`src/rtl/deserializer.sv`:
```
// Word-to-frame deserializer: gathers N WIDTH-bit words (word 0 flagged by I_sof) into one
// parallel frame with valid/ready output. Define DESERIALIZER_ERR_EN for err/err_cnt ports.
module deserializer_slot #(
  parameter int WIDTH = 16
) (
  input  logic             clk,
  input  logic             rst,
  input  logic             ld,
  input  logic [WIDTH-1:0] d,
  output logic [WIDTH-1:0] q
);
  always_ff @(posedge clk) begin
    if (rst)     q <= '0;
    else if (ld) q <= d;
  end
endmodule

module deserializer #(
  parameter int WIDTH = 16,
  parameter int N     = 4
) (
  input  logic                      clk,
  input  logic                      rst,
  input  logic [WIDTH-1:0]          I,
  input  logic                      I_valid,
  input  logic                      I_sof,
  output logic                      I_ready,
`ifdef DESERIALIZER_ERR_EN
  output logic                      err,
  output logic [7:0]                err_cnt,
`endif
  output logic [N-1:0][WIDTH-1:0]   O,
  output logic                      O_valid,
  input  logic                      O_ready
);
  localparam int IW = (N > 2) ? $clog2(N) : 1;

  typedef enum logic {SYNC, COLLECT} state_t;

  state_t                   state;
  logic [IW-1:0]            idx;
  logic [N-2:0][WIDTH-1:0]  slots;
  logic [N-2:0]             slot_ld;
  logic                     last, stall, beat;

  assign last    = (state == COLLECT) && (idx == IW'(N-1));
  // Only the completing word waits on the output register; earlier words never stall.
  assign stall   = last && O_valid && !O_ready;
  assign I_ready = !rst && !stall;
  assign beat    = I_valid && I_ready;

  // Slot 0 takes every sof word (also restarts a broken frame); slot k takes word k.
  for (genvar k = 0; k < N-1; k++) begin : g_slot
    if (k == 0) begin : g_first
      assign slot_ld[k] = beat && I_sof;
    end else begin : g_rest
      assign slot_ld[k] = beat && !I_sof && (state == COLLECT) && (idx == IW'(k));
    end
    deserializer_slot #(.WIDTH(WIDTH)) u_slot (
      .clk (clk),
      .rst (rst),
      .ld  (slot_ld[k]),
      .d   (I),
      .q   (slots[k])
    );
  end

  always_ff @(posedge clk) begin
    if (rst) begin
      state   <= SYNC;
      idx     <= '0;
      O       <= '0;
      O_valid <= 1'b0;
    end else begin
      if (O_valid && O_ready) O_valid <= 1'b0;
      if (beat) begin
        if (I_sof) begin
          state <= COLLECT;
          idx   <= IW'(1);
        end else if (state == COLLECT) begin
          if (idx == '0) begin
            state <= SYNC;
          end else if (last) begin
            // Completion overrides the take above, so a drained register reloads bubble-free.
            O       <= {I, slots};
            O_valid <= 1'b1;
            idx     <= '0;
          end else begin
            idx <= idx + IW'(1);
          end
        end
      end
    end
  end

`ifdef DESERIALIZER_ERR_EN
  logic align_err;

  // Misplaced sof, or a headless word right after a completed frame.
  assign align_err = beat && (state == COLLECT) && (I_sof ? (idx != '0) : (idx == '0));

  always_ff @(posedge clk) begin
    if (rst) begin
      err     <= 1'b0;
      err_cnt <= 8'd0;
    end else begin
      err <= align_err;
      if (align_err && err_cnt != 8'hFF) err_cnt <= err_cnt + 8'd1;
    end
  end
`endif
endmodule

```
`config.mk`:
```
export PLATFORM = sky130hd
export DESIGN_NAME = deserializer
export DESIGN_NICKNAME = d
export VERILOG_FILES = /design/src/rtl/deserializer.sv
export SDC_FILE = /design/constraint.sdc
export NUM_CORES = 1
export LEC_CHECK = 0
export CAP_MARGIN = 20
export CORE_MARGIN = 1
export CORE_UTILIZATION = 55
export CTS_CLUSTER_SIZE = 28
export DETAILED_ROUTE_END_ITERATION = 16
export HOLD_SLACK_MARGIN = 0.12
export PLACE_DENSITY = 0.81
export SLEW_MARGIN = 20
export SYNTH_ARGS = -nofsm -noshare
export SYNTH_HDL_FRONTEND = slang
export SYNTH_SLANG_ARGS = --single-unit
```
`constraint.sdc`:
```
create_clock -name clk -period 4.07 [get_ports clk]
set_clock_uncertainty 0.2 [all_clocks]
set_input_delay 0.407 -clock clk [delete_from_list [all_inputs] [get_ports clk]]
set_output_delay 0.407 -clock clk [all_outputs]
set_load 0.01 [all_outputs]
```
Word-level counts from Yosys, hierarchy flattened
Cells that the tools add are included.

$add $sub $neg: 1. Eq/ne operators: 4. Mux-type cells: 13. Reduce and logical (&&, ||, !) cells: 19. Bitwise operators: 2.

Operators with widths (number): logical AND 1 bit (11); 2-to-1 mux 1 bit (9); 2-to-1 mux 2 bit (4); AND reduction 5 bit (1); == test 2 bit, second input constant (2); logical NOT 1 bit (4); AND reduction 3 bit (1); adder 2 x 1 -> 2 bit, second input constant (1); == test 2 x 1 -> 1 bit, second input constant (1); logical NOT 2 bit (1); != test 2 bit, second input constant (1); NOT 1 bit (2); nonzero test 2 bit (1).

Register bits: 116. Word-level logic and storage cells: 49. Input bits: 21. Output and inout port bits: 66.

Logic depth before layout (Yosys ltp)
Gate-level depths: netlist of the first run.

Depth after elaboration: 10. Mapped depth: 7. Depth with buffers taken out: 5.

Modules after synthesis
From an unflattened synthesis of the first run, not the netlist that was laid out.

Cells, all modules: 500. Area total of the unflattened synthesis: 4829.6 µm².

Modules (own cells, without submodules): deserializer (area an instance 3088.0 µm², instances 1, sequential area each 1361.3 µm², cells each 344); deserializer_slot (area an instance 580.6 µm², instances 3, sequential area each 320.3 µm², cells each 52).

Worst setup path before layout of the first run
Ideal clock, no wire load.

Kind: reg-to-reg. From: register idx[0]. To: register O[11] (netlist name). Data required time: 3739 ps. Stages on the path, launching flop included: 8. Setup time: 131 ps. Setup slack: 2239 ps. Path buffers: 2. Clock period less this slack: 1831 ps. Data arrival time: 1500 ps. Path through: dfxtp_1 inv_1 ha_1 nand2b_1 clkbuf_2 buf_1 o311ai_0 o21ai_1.

Longest elaborated chain between the ends: 8. Elaborated cells on any way between the ends: 10. Classes of those cells: 1 x eq/ne; 1 x bitwise; 8 x reduce/logical.

Ends and longest elaborated chain: start: declaration (line 41) `logic [IW-1:0] idx;`; start signal: assignment (line 89) `idx <= idx + IW'(1);`; == test 2 bit (line 46) `assign last = (state == COLLECT) && (idx == IW'(N-1));`; logical AND 1 bit (line 46); logical AND 1 bit (2 in a row) (line 48) `assign stall = last && O_valid && !O_ready;`; logical NOT 1 bit (line 49) `assign I_ready = !rst && !stall;`; logical AND 1 bit (line 49); logical AND 1 bit (line 50) `assign beat = I_valid && I_ready;`; AND reduction 5 bit (no source line) *; end signal: assignment (line 85) `O <= {I, slots};`; end: declaration (line 32) `output logic [N-1:0][WIDTH-1:0] O,`.

Every way passes the cells marked *; elsewhere a longest branch is shown, timed or not. A chain may end at the register's enable or synchronous reset.

Worst setup path in the final report of the first run
From: register idx[1]. To: output port I_ready.

Longest elaborated chain between the ends: 6.

Ends and longest elaborated chain: == test 2 bit (line 46); logical AND 1 bit (line 46); logical AND 1 bit (2 in a row) (line 48); logical NOT 1 bit (line 49); logical AND 1 bit (line 49); end: declaration (line 27) `output logic I_ready,`.

Every way passes these cells.

==> results of run 1 <==
[report_power, final]
group          internal (mW)  total, mW  switching (mW)
sequential              1.15       1.15         0.00473
clock                  0.877       1.42           0.545
combinational         0.0352     0.0883          0.0530
[worst max-delay path, stage by stage, from the launching register on]
cell	delay, ns
dfxtp_1	0.41
ha_1	0.30
nand4b_1	0.24
and2_1	0.23
clkdlybuf4s50_1	0.49
[final timing paths]
path	to	slack, ns	cells past startpoint
worst max register to register	O[48]$_SDFFE_PP0P_	1.37	5
worst max-delay path	I_ready	1.28	4
worst min-delay path	O[28]$_SDFFE_PP0P_	0.26	2
worst min register to register	O[28]$_SDFFE_PP0P_	0.26	2
[cells in the final DEF, fill, tap and decap left out, types with 3 or more instances in the layout]
| master | n |
|---|---|
| nand2_1 | 71 |
| o21ai_1 | 21 |
| ha_1 | 4 |
| a21oi_1 | 12 |
| clkinvlp_4 | 3 |
| nand4_1 | 9 |
| mux2i_1 | 69 |
| inv_1 | 19 |
| clkinv_4 | 5 |
| o31ai_1 | 9 |
| o21ai_0 | 14 |
| clkbuf_16 | 16 |
| nand3_4 | 3 |
| o311ai_0 | 34 |
| clkdlybuf4s50_1 | 86 |
| dfxtp_1 | 116 |
| buf_4 | 6 |
[sequential cells by signal (all words and copies together), names as in the netlist]
signal and flops:
state 1, g_slot.u_slot.q 48, O_valid 1, idx 2, O 64
[logic make-up after synthesis]
family / share of synthesized area (%)
flip-flops: 51.6
AND/OR/NAND/NOR: 11.3
AO/OA/AOI/OAI: 14.1
multiplexers: 15.3
buffers and inverters: 6.59
adder cells (fa/ha/maj): 1.11
[layout make-up]
cell class / count / share of cell area (%)
tap: 102 / 2.16
sequential: 116 / 39.4
clock inverter: 14 / 2.65
multi-input combinational: 266 / 32.1
inverter: 20 / 1.27
timing repair buffer: 92 / 15.4
clock buffer: 18 / 7.09
[through the flow]
step                      power (mW)  setup WS [ns]  area (sq um)  hold slack, ns
after floorplan                 1.22           2.24          4500           0.235
after CTS                       2.67           1.27          5900           0.261
after detailed placement        1.26           1.18          5320           0.250
after global routing            2.74           1.17          5900           0.272
after global placement          1.26           1.17          5320           0.241
final                           2.66           1.28          5900           0.259
[layer usage]
metal	wire length, microns	track usage (%)	up-vias	share of wire [%]
met5	0	0	-	0
met1	4810	33.9	1692	43
met4	231	11.8	0	2.1
met2	5450	46.3	151	49
met3	734	7.80	19	6.5
li1	-	-	1725	-
==> results.md, run 1 <==
- Status: finished clean
- Top-area cell type share of the netlist area: 51.6%
- Pwr/cell area: 452 nW/um^2
- Sum of negative setup slack: 0 ns
- Max VDD drop: 326 uV
- Crit. End Element: output port
- Routed Antenna Nets: 0
- Initial Utilization: 57.7%
- Longest Clk Path Bufs: 2
- CTS tree: built
- Setup Crit Path Kind: reg2out
- Vias in the first global route: 3,606
- Drt via density: 5.71
- Hold path startpoint: O[28]$_SDFFE_PP0P_
- Startpoint types: flip-flop
- FF-to-FF Start: idx[0]$_SDFFE_PP0P_
- Worst-margin pin slew: 0.972 ns
- Layout cell share with drive strength beyond 1: 9.13%
- Most frequent cell after synthesis: dfxtp_1
- Post-CTS sizing: 0
- Prevailing post-synth register cell: dfxtp_1
- Sink Count: 116
- Core area: 7810 sq um
- Register Area: 2320 sq um
- Mapped Nets: 465
- Final setup fails: 0
- Post-synth ARST share: 0%
- Synthesized area: 4500 sq um
- Total routed wirelength: 11,200 microns
- Post-synthesis sequential area ratio: 51.6%
- Port-buffer cells: 86
- Final period util: 68.5%
- Die area: 8550 sq um
- IO Pins: 87
- Drt first pass iters: 4
- MaxCap Viol Count: 0
- Die height: 92.5 microns
- # placed instances: 596
- Fmax: 359 MHz
- Post-Syn Instances: 440
- Clock period minus worst slack: 2.79 ns
- Slew headroom: 35.1%
- Clk root buf: clkbuf_8
- Pin count of the biggest net entering global routing: 105
- Fill cells: 542
- Area of the multi-input gates: 1890 sq um
- Synth cell types: 33
- Diode count: 0
- Hold Path Class: reg2reg
- Routed vias: 3,587
- Commonest cells in the synthesized netlist: dfxtp_1 (116), nand2_1 (71), mux2i_1 (69)
- Die Span X: 92.5 microns
- H-tree depth: 4
- First-pass GRT wire length: 18,000 microns
- Drt wl/cell: 17.9 microns
- Postcts setup bufs: 0
- Total clock buffers created by CTS: 17
- WP data arrival: 2.18 ns
- Slew Limit Fails: 0
- Hold-fix buffers, CTS: 0
- Final nets: 538
- Synth area leaders: dfxtp_1 (52%), mux2i_1 (15%), o311ai_0 (6.6%)
- DRT iter0 DRCs: 190
- Worst Path Required: 3.46 ns
- GP Congestion: 0.778
- Dpl hpwl: 6820 microns
- Fin. Hold Viols: 0
- Yosys reg bits: 116
- Fin cells: 628
- Crit path from: idx[1]$_SDFFE_PP0P_
- Residual DRC count: 0
- Leak: 2.36 nW
- Clk slew on worst S/H paths: 0.06 ns
- Syn. warnings: 0
- Antenna violations before repair: 0
- RSZ-0062 raised after global routing: no
- Gr usage total: 27.9%
- P&R area growth vs syn: 31.0%
- CP max FO: 6
- Largest area contributor in the netlist: dfxtp_1
- Mean post-synth cell area: 10.2 sq um
- Std cell rows: 32
- Grt total ovfl: 0
- Clk_lat worst skew: 0.51 ns
- Fin util: 75.5%
- Number of flops mapped to enable cells by yosys: 0
(Power assumes the default switching activity.)
==> inputs of run 2 (changes only) <==
--- a/config.mk
+++ b/config.mk
@@ -7,11 +7,11 @@
 export LEC_CHECK = 0
 export CAP_MARGIN = 20
 export CORE_MARGIN = 1
-export CORE_UTILIZATION = 55
+export CORE_UTILIZATION = 46
 export CTS_CLUSTER_SIZE = 28
 export DETAILED_ROUTE_END_ITERATION = 16
 export HOLD_SLACK_MARGIN = 0.12
-export PLACE_DENSITY = 0.81
+export PLACE_DENSITY = 0.72
 export SLEW_MARGIN = 20
 export SYNTH_ARGS = -nofsm -noshare
 export SYNTH_HDL_FRONTEND = slang
==> constraint.sdc (replaced) <==
create_clock -name clk -period 2.3 [get_ports clk]
set_clock_uncertainty 0.2 [all_clocks]
set_input_delay 0.23 -clock clk [delete_from_list [all_inputs] [get_ports clk]]
set_output_delay 0.23 -clock clk [all_outputs]
set_load 0.01 [all_outputs]
==> run 2 against run 1 <==
Non-clock buffer count rose by 9; utilization fell by 11 points; wire length fell by 1.3%; critical endpoint is now O[60]$_SDFFE_PP0P_; sequential cell count did not move; largest cell class unchanged; cell area rose by 3.3%; critical path type is now reg2reg; worst setup slack got worse by 1.1 ns; final cell count rose by 5.7%; register-to-register slack got worse by 1.2 ns; combinational power rose by 86%; die area rose by 19%; largest power group unchanged; highest routed layer unchanged; critical path depth rose by 2.
==> results.md, run 2 (synthesis gave the netlist of run 1 again) <==
- Status: finished clean
- Final setup fails: 0 (unchanged)
- R2r setup slk: 0.17 ns (-1.20 ns)
- GP Congestion: 0.810 (+4.1%)
- Clk slew on worst S/H paths: 0.06 ns (about the same)
- WP data arrival: 2.30 ns (+0.12 ns)
- Port-buffer cells: 86 (unchanged)
- Final instance area: 6090 sq um (+3.3%)
- Clk root buf: clkbuf_8
- Crit. End Element: flip-flop
- Slew headroom: 71.4% (+36 points)
- Slew Limit Fails: 0 (unchanged)
- Dpl cell area: 5450 sq um (+2.5%)
- Crit path max-delay family: compound AO/OA/AOI/OAI gates
- Clock period minus worst slack: 2.13 ns
- Gr usage total: 22.8% (-5.2 points)
- Die height: 101 microns (+9.1%)
- H-tree depth: 4 (unchanged)
- Crit path from: idx[0]$_SDFFE_PP0P_
- Power share of the clock group: 55.1% (+1.7 points)
- Stages on the worst setup path: 6 (+2)
- Fin util: 65.0% (-11 points)
- Max layer used: met4
- Met1 WL: 4970 microns (+3.5%)
- Drt via density: 5.51 (-3.5%)
- Residual DRC count: 0 (unchanged)
- Max FFs per register: 64 (unchanged)
- Biggest regs: O: 64 flops, g_slot.u_slot.q: 48 flops, idx: 2 flops
- Dpl hpwl: 7000 microns (+2.7%)
- Fill cells: 791 (+46%)
- FF-to-FF Start: idx[0]$_SDFFE_PP0P_
- Total routed wirelength: 11,100 microns (-1.3%)
- Clk_lat worst skew: 0.51 ns (about the same)
- Fmax: 469 MHz
- Setup Crit Path Kind: reg2reg
- IO Pins: 87 (unchanged)
- Core area: 9370 sq um (+20%)
- Pwr/cell area: 806 nW/um^2 (+78%)
- Diode count: 0 (unchanged)
- Final nets: 547 (+1.7%)
- Crit path largest cell delay: 0.37 ns (-0.12 ns)
- Layout cell share with drive strength beyond 1: 11.2% (+2.1 points)
- Routed vias: 3,660 (+2.0%)
- Flop pwr share: 41.6% (-1.7 points)
- Vias in the first global route: 3,557 (-1.4%)
- Slowest-stage cell, CP: dfxtp_2
- Total clock buffers created by CTS: 17 (unchanged)
- Most frequent cells in the layout: dfxtp_1 (114), clkdlybuf4s50_1 (85), nand2_1 (71), mux2i_1 (69), o311ai_0 (34)
- Final period util: 92.8%
- Switching Fraction: 20.9% (-1.8 points)
- Worst-margin pin slew: 0.429 ns (-0.543 ns)
- Drt wl/cell: 16.7 microns (-6.7%)
- DRT iter0 DRCs: 219 (+15%)
- First-pass GRT wire length: 17,700 microns (-1.9%)
- Cell-internal power: 3.88 mW (+88%)
- R2r endpoint: O[60]$_SDFFE_PP0P_
- Antenna violations before repair: 0 (unchanged)
- Longest Clk Path Bufs: 2 (unchanged)
- P&R area growth vs syn: 35.2%
- Met2 routed wirelength: 5320 microns (-2.3%)
- Metal3 WL: 628 microns (-14%)
- Worst Path Required: 2.46 ns (-1.00 ns)
- CTS tree: built
- CP max FO: 31 (+25)
- R2R depth: 6 (+1)
- Max VDD drop: 422 uV (+29%)
- MaxCap Viol Count: 0 (unchanged)
- CP endpoint: O[60]$_SDFFE_PP0P_
- Hold-fix buffers, CTS: 0 (unchanged)
- Commonest non-fill, non-tap cell in the layout: dfxtp_1
- Startpoint types: flip-flop
- Pin count of the biggest net entering global routing: 105 (unchanged)
- Comb pwr share: 3.3% (about the same)
- Hold Path Class: in2reg
- Initial Utilization: 48.0% (-9.6 points)
- Fin. Hold Viols: 0 (unchanged)
- Die area: 10,200 sq um (+19%)
- Routed Antenna Nets: 0 (unchanged)
- Crit path buf inv count: 2 (+1)
- Sw power: 1.02 mW (+70%)
- Drt first pass iters: 5 (+1)
- Crit-path cells: inv_1, ha_1, nand2b_1, buf_4, o311ai_0, o21ai_0
- Sum of negative setup slack: 0 ns (unchanged)
- Sink Count: 116 (unchanged)
- Std cell rows: 35 (+9.4%)
- RSZ-0062 raised after global routing: no
- Die Span X: 101 microns (+9.1%)
- Grt total ovfl: 0 (unchanged)
- Leak: 2.43 nW (+3.0%)
- Largest Register: O
-- run 2: changes by cell type in the layout (fill, tap and decap cells not counted), moves of 2 or more --
cell       previous run  this run
buf_12                0         3
buf_4                 6        12
bufinv_16             2         4
clkinv_4              5         2
dfxtp_1             116       114
dfxtp_2               0         2
-- run 2: worst min-delay path: stages --
cell             delay (ns)
clkdlybuf4s50_1        0.44
nand4_1                0.09
a21oi_1                0.06
-- run 2: final cells by class --
type	instances	area, sq um	area share (%)
Tap cell	129	161	2.65
Timing Repair Buffer	101	1010	16.6
Clock buffer	19	432	7.09
Multi-Input combinational cell	266	1900	31.3
Clock inverter	13	183	3.00
Inverter	20	75.1	1.23
Sequential cell	116	2320	38.2
-- run 2: stage by stage --
step	total power, mW	hold WS (ns)	setup slack, ns	cells
after floorplan	2.16	0.0991	0.469	440
after global placement	2.24	0.245	0.115	631
after detailed placement	2.24	0.246	0.0611	631
after CTS	4.93	0.125	0.171	664
after global routing	5.06	0.126	0.0510	664
final	4.91	0.150	0.166	664
-- run 2: how the worst min path moves through the flow --
stage,startpoint,end,depth (start not counted),slack [ns]
3_3_place_gp,g_slot[1].u_slot.q[9]$_SDFFE_PP0P_,O[25]$_SDFFE_PP0P_,2,0.24
3_5_place_dp,O[18]$_SDFFE_PP0P_,O[18]$_SDFFE_PP0P_,2,0.25
6_report,I[13],O[61]$_SDFFE_PP0P_,3,0.15
5_1_grt,I[13],O[61]$_SDFFE_PP0P_,3,0.13
2_1_floorplan,rst,state$_SDFFE_PP0N_,1,0.1
4_1_cts,I[13],O[61]$_SDFFE_PP0P_,3,0.13
-- run 2: power by group through the flow --
stage          logic, mW  registers, mW  clock network (mW)
2_1_floorplan     0.0859           2.08                   0
3_3_place_gp       0.159           2.08                   0
3_5_place_dp       0.163           2.08                   0
4_1_cts            0.163           2.04                2.73
5_1_grt            0.176           2.04                2.84
6_report           0.164           2.04                2.70
-- run 2: repair_timing --
item                                    in CTS  in global routing
endpoints found under the setup margin       1                  0
resized for setup                            5                  0
setup buffers                                1                  0
-- run 2: per-layer routing --
layer  vias to the layer above  GRT usage, %
met3                        13          6.73
met5                         -             0
li1                       1742             -
met1                      1769          28.7
met2                       136          36.8
met4                         0          8.81
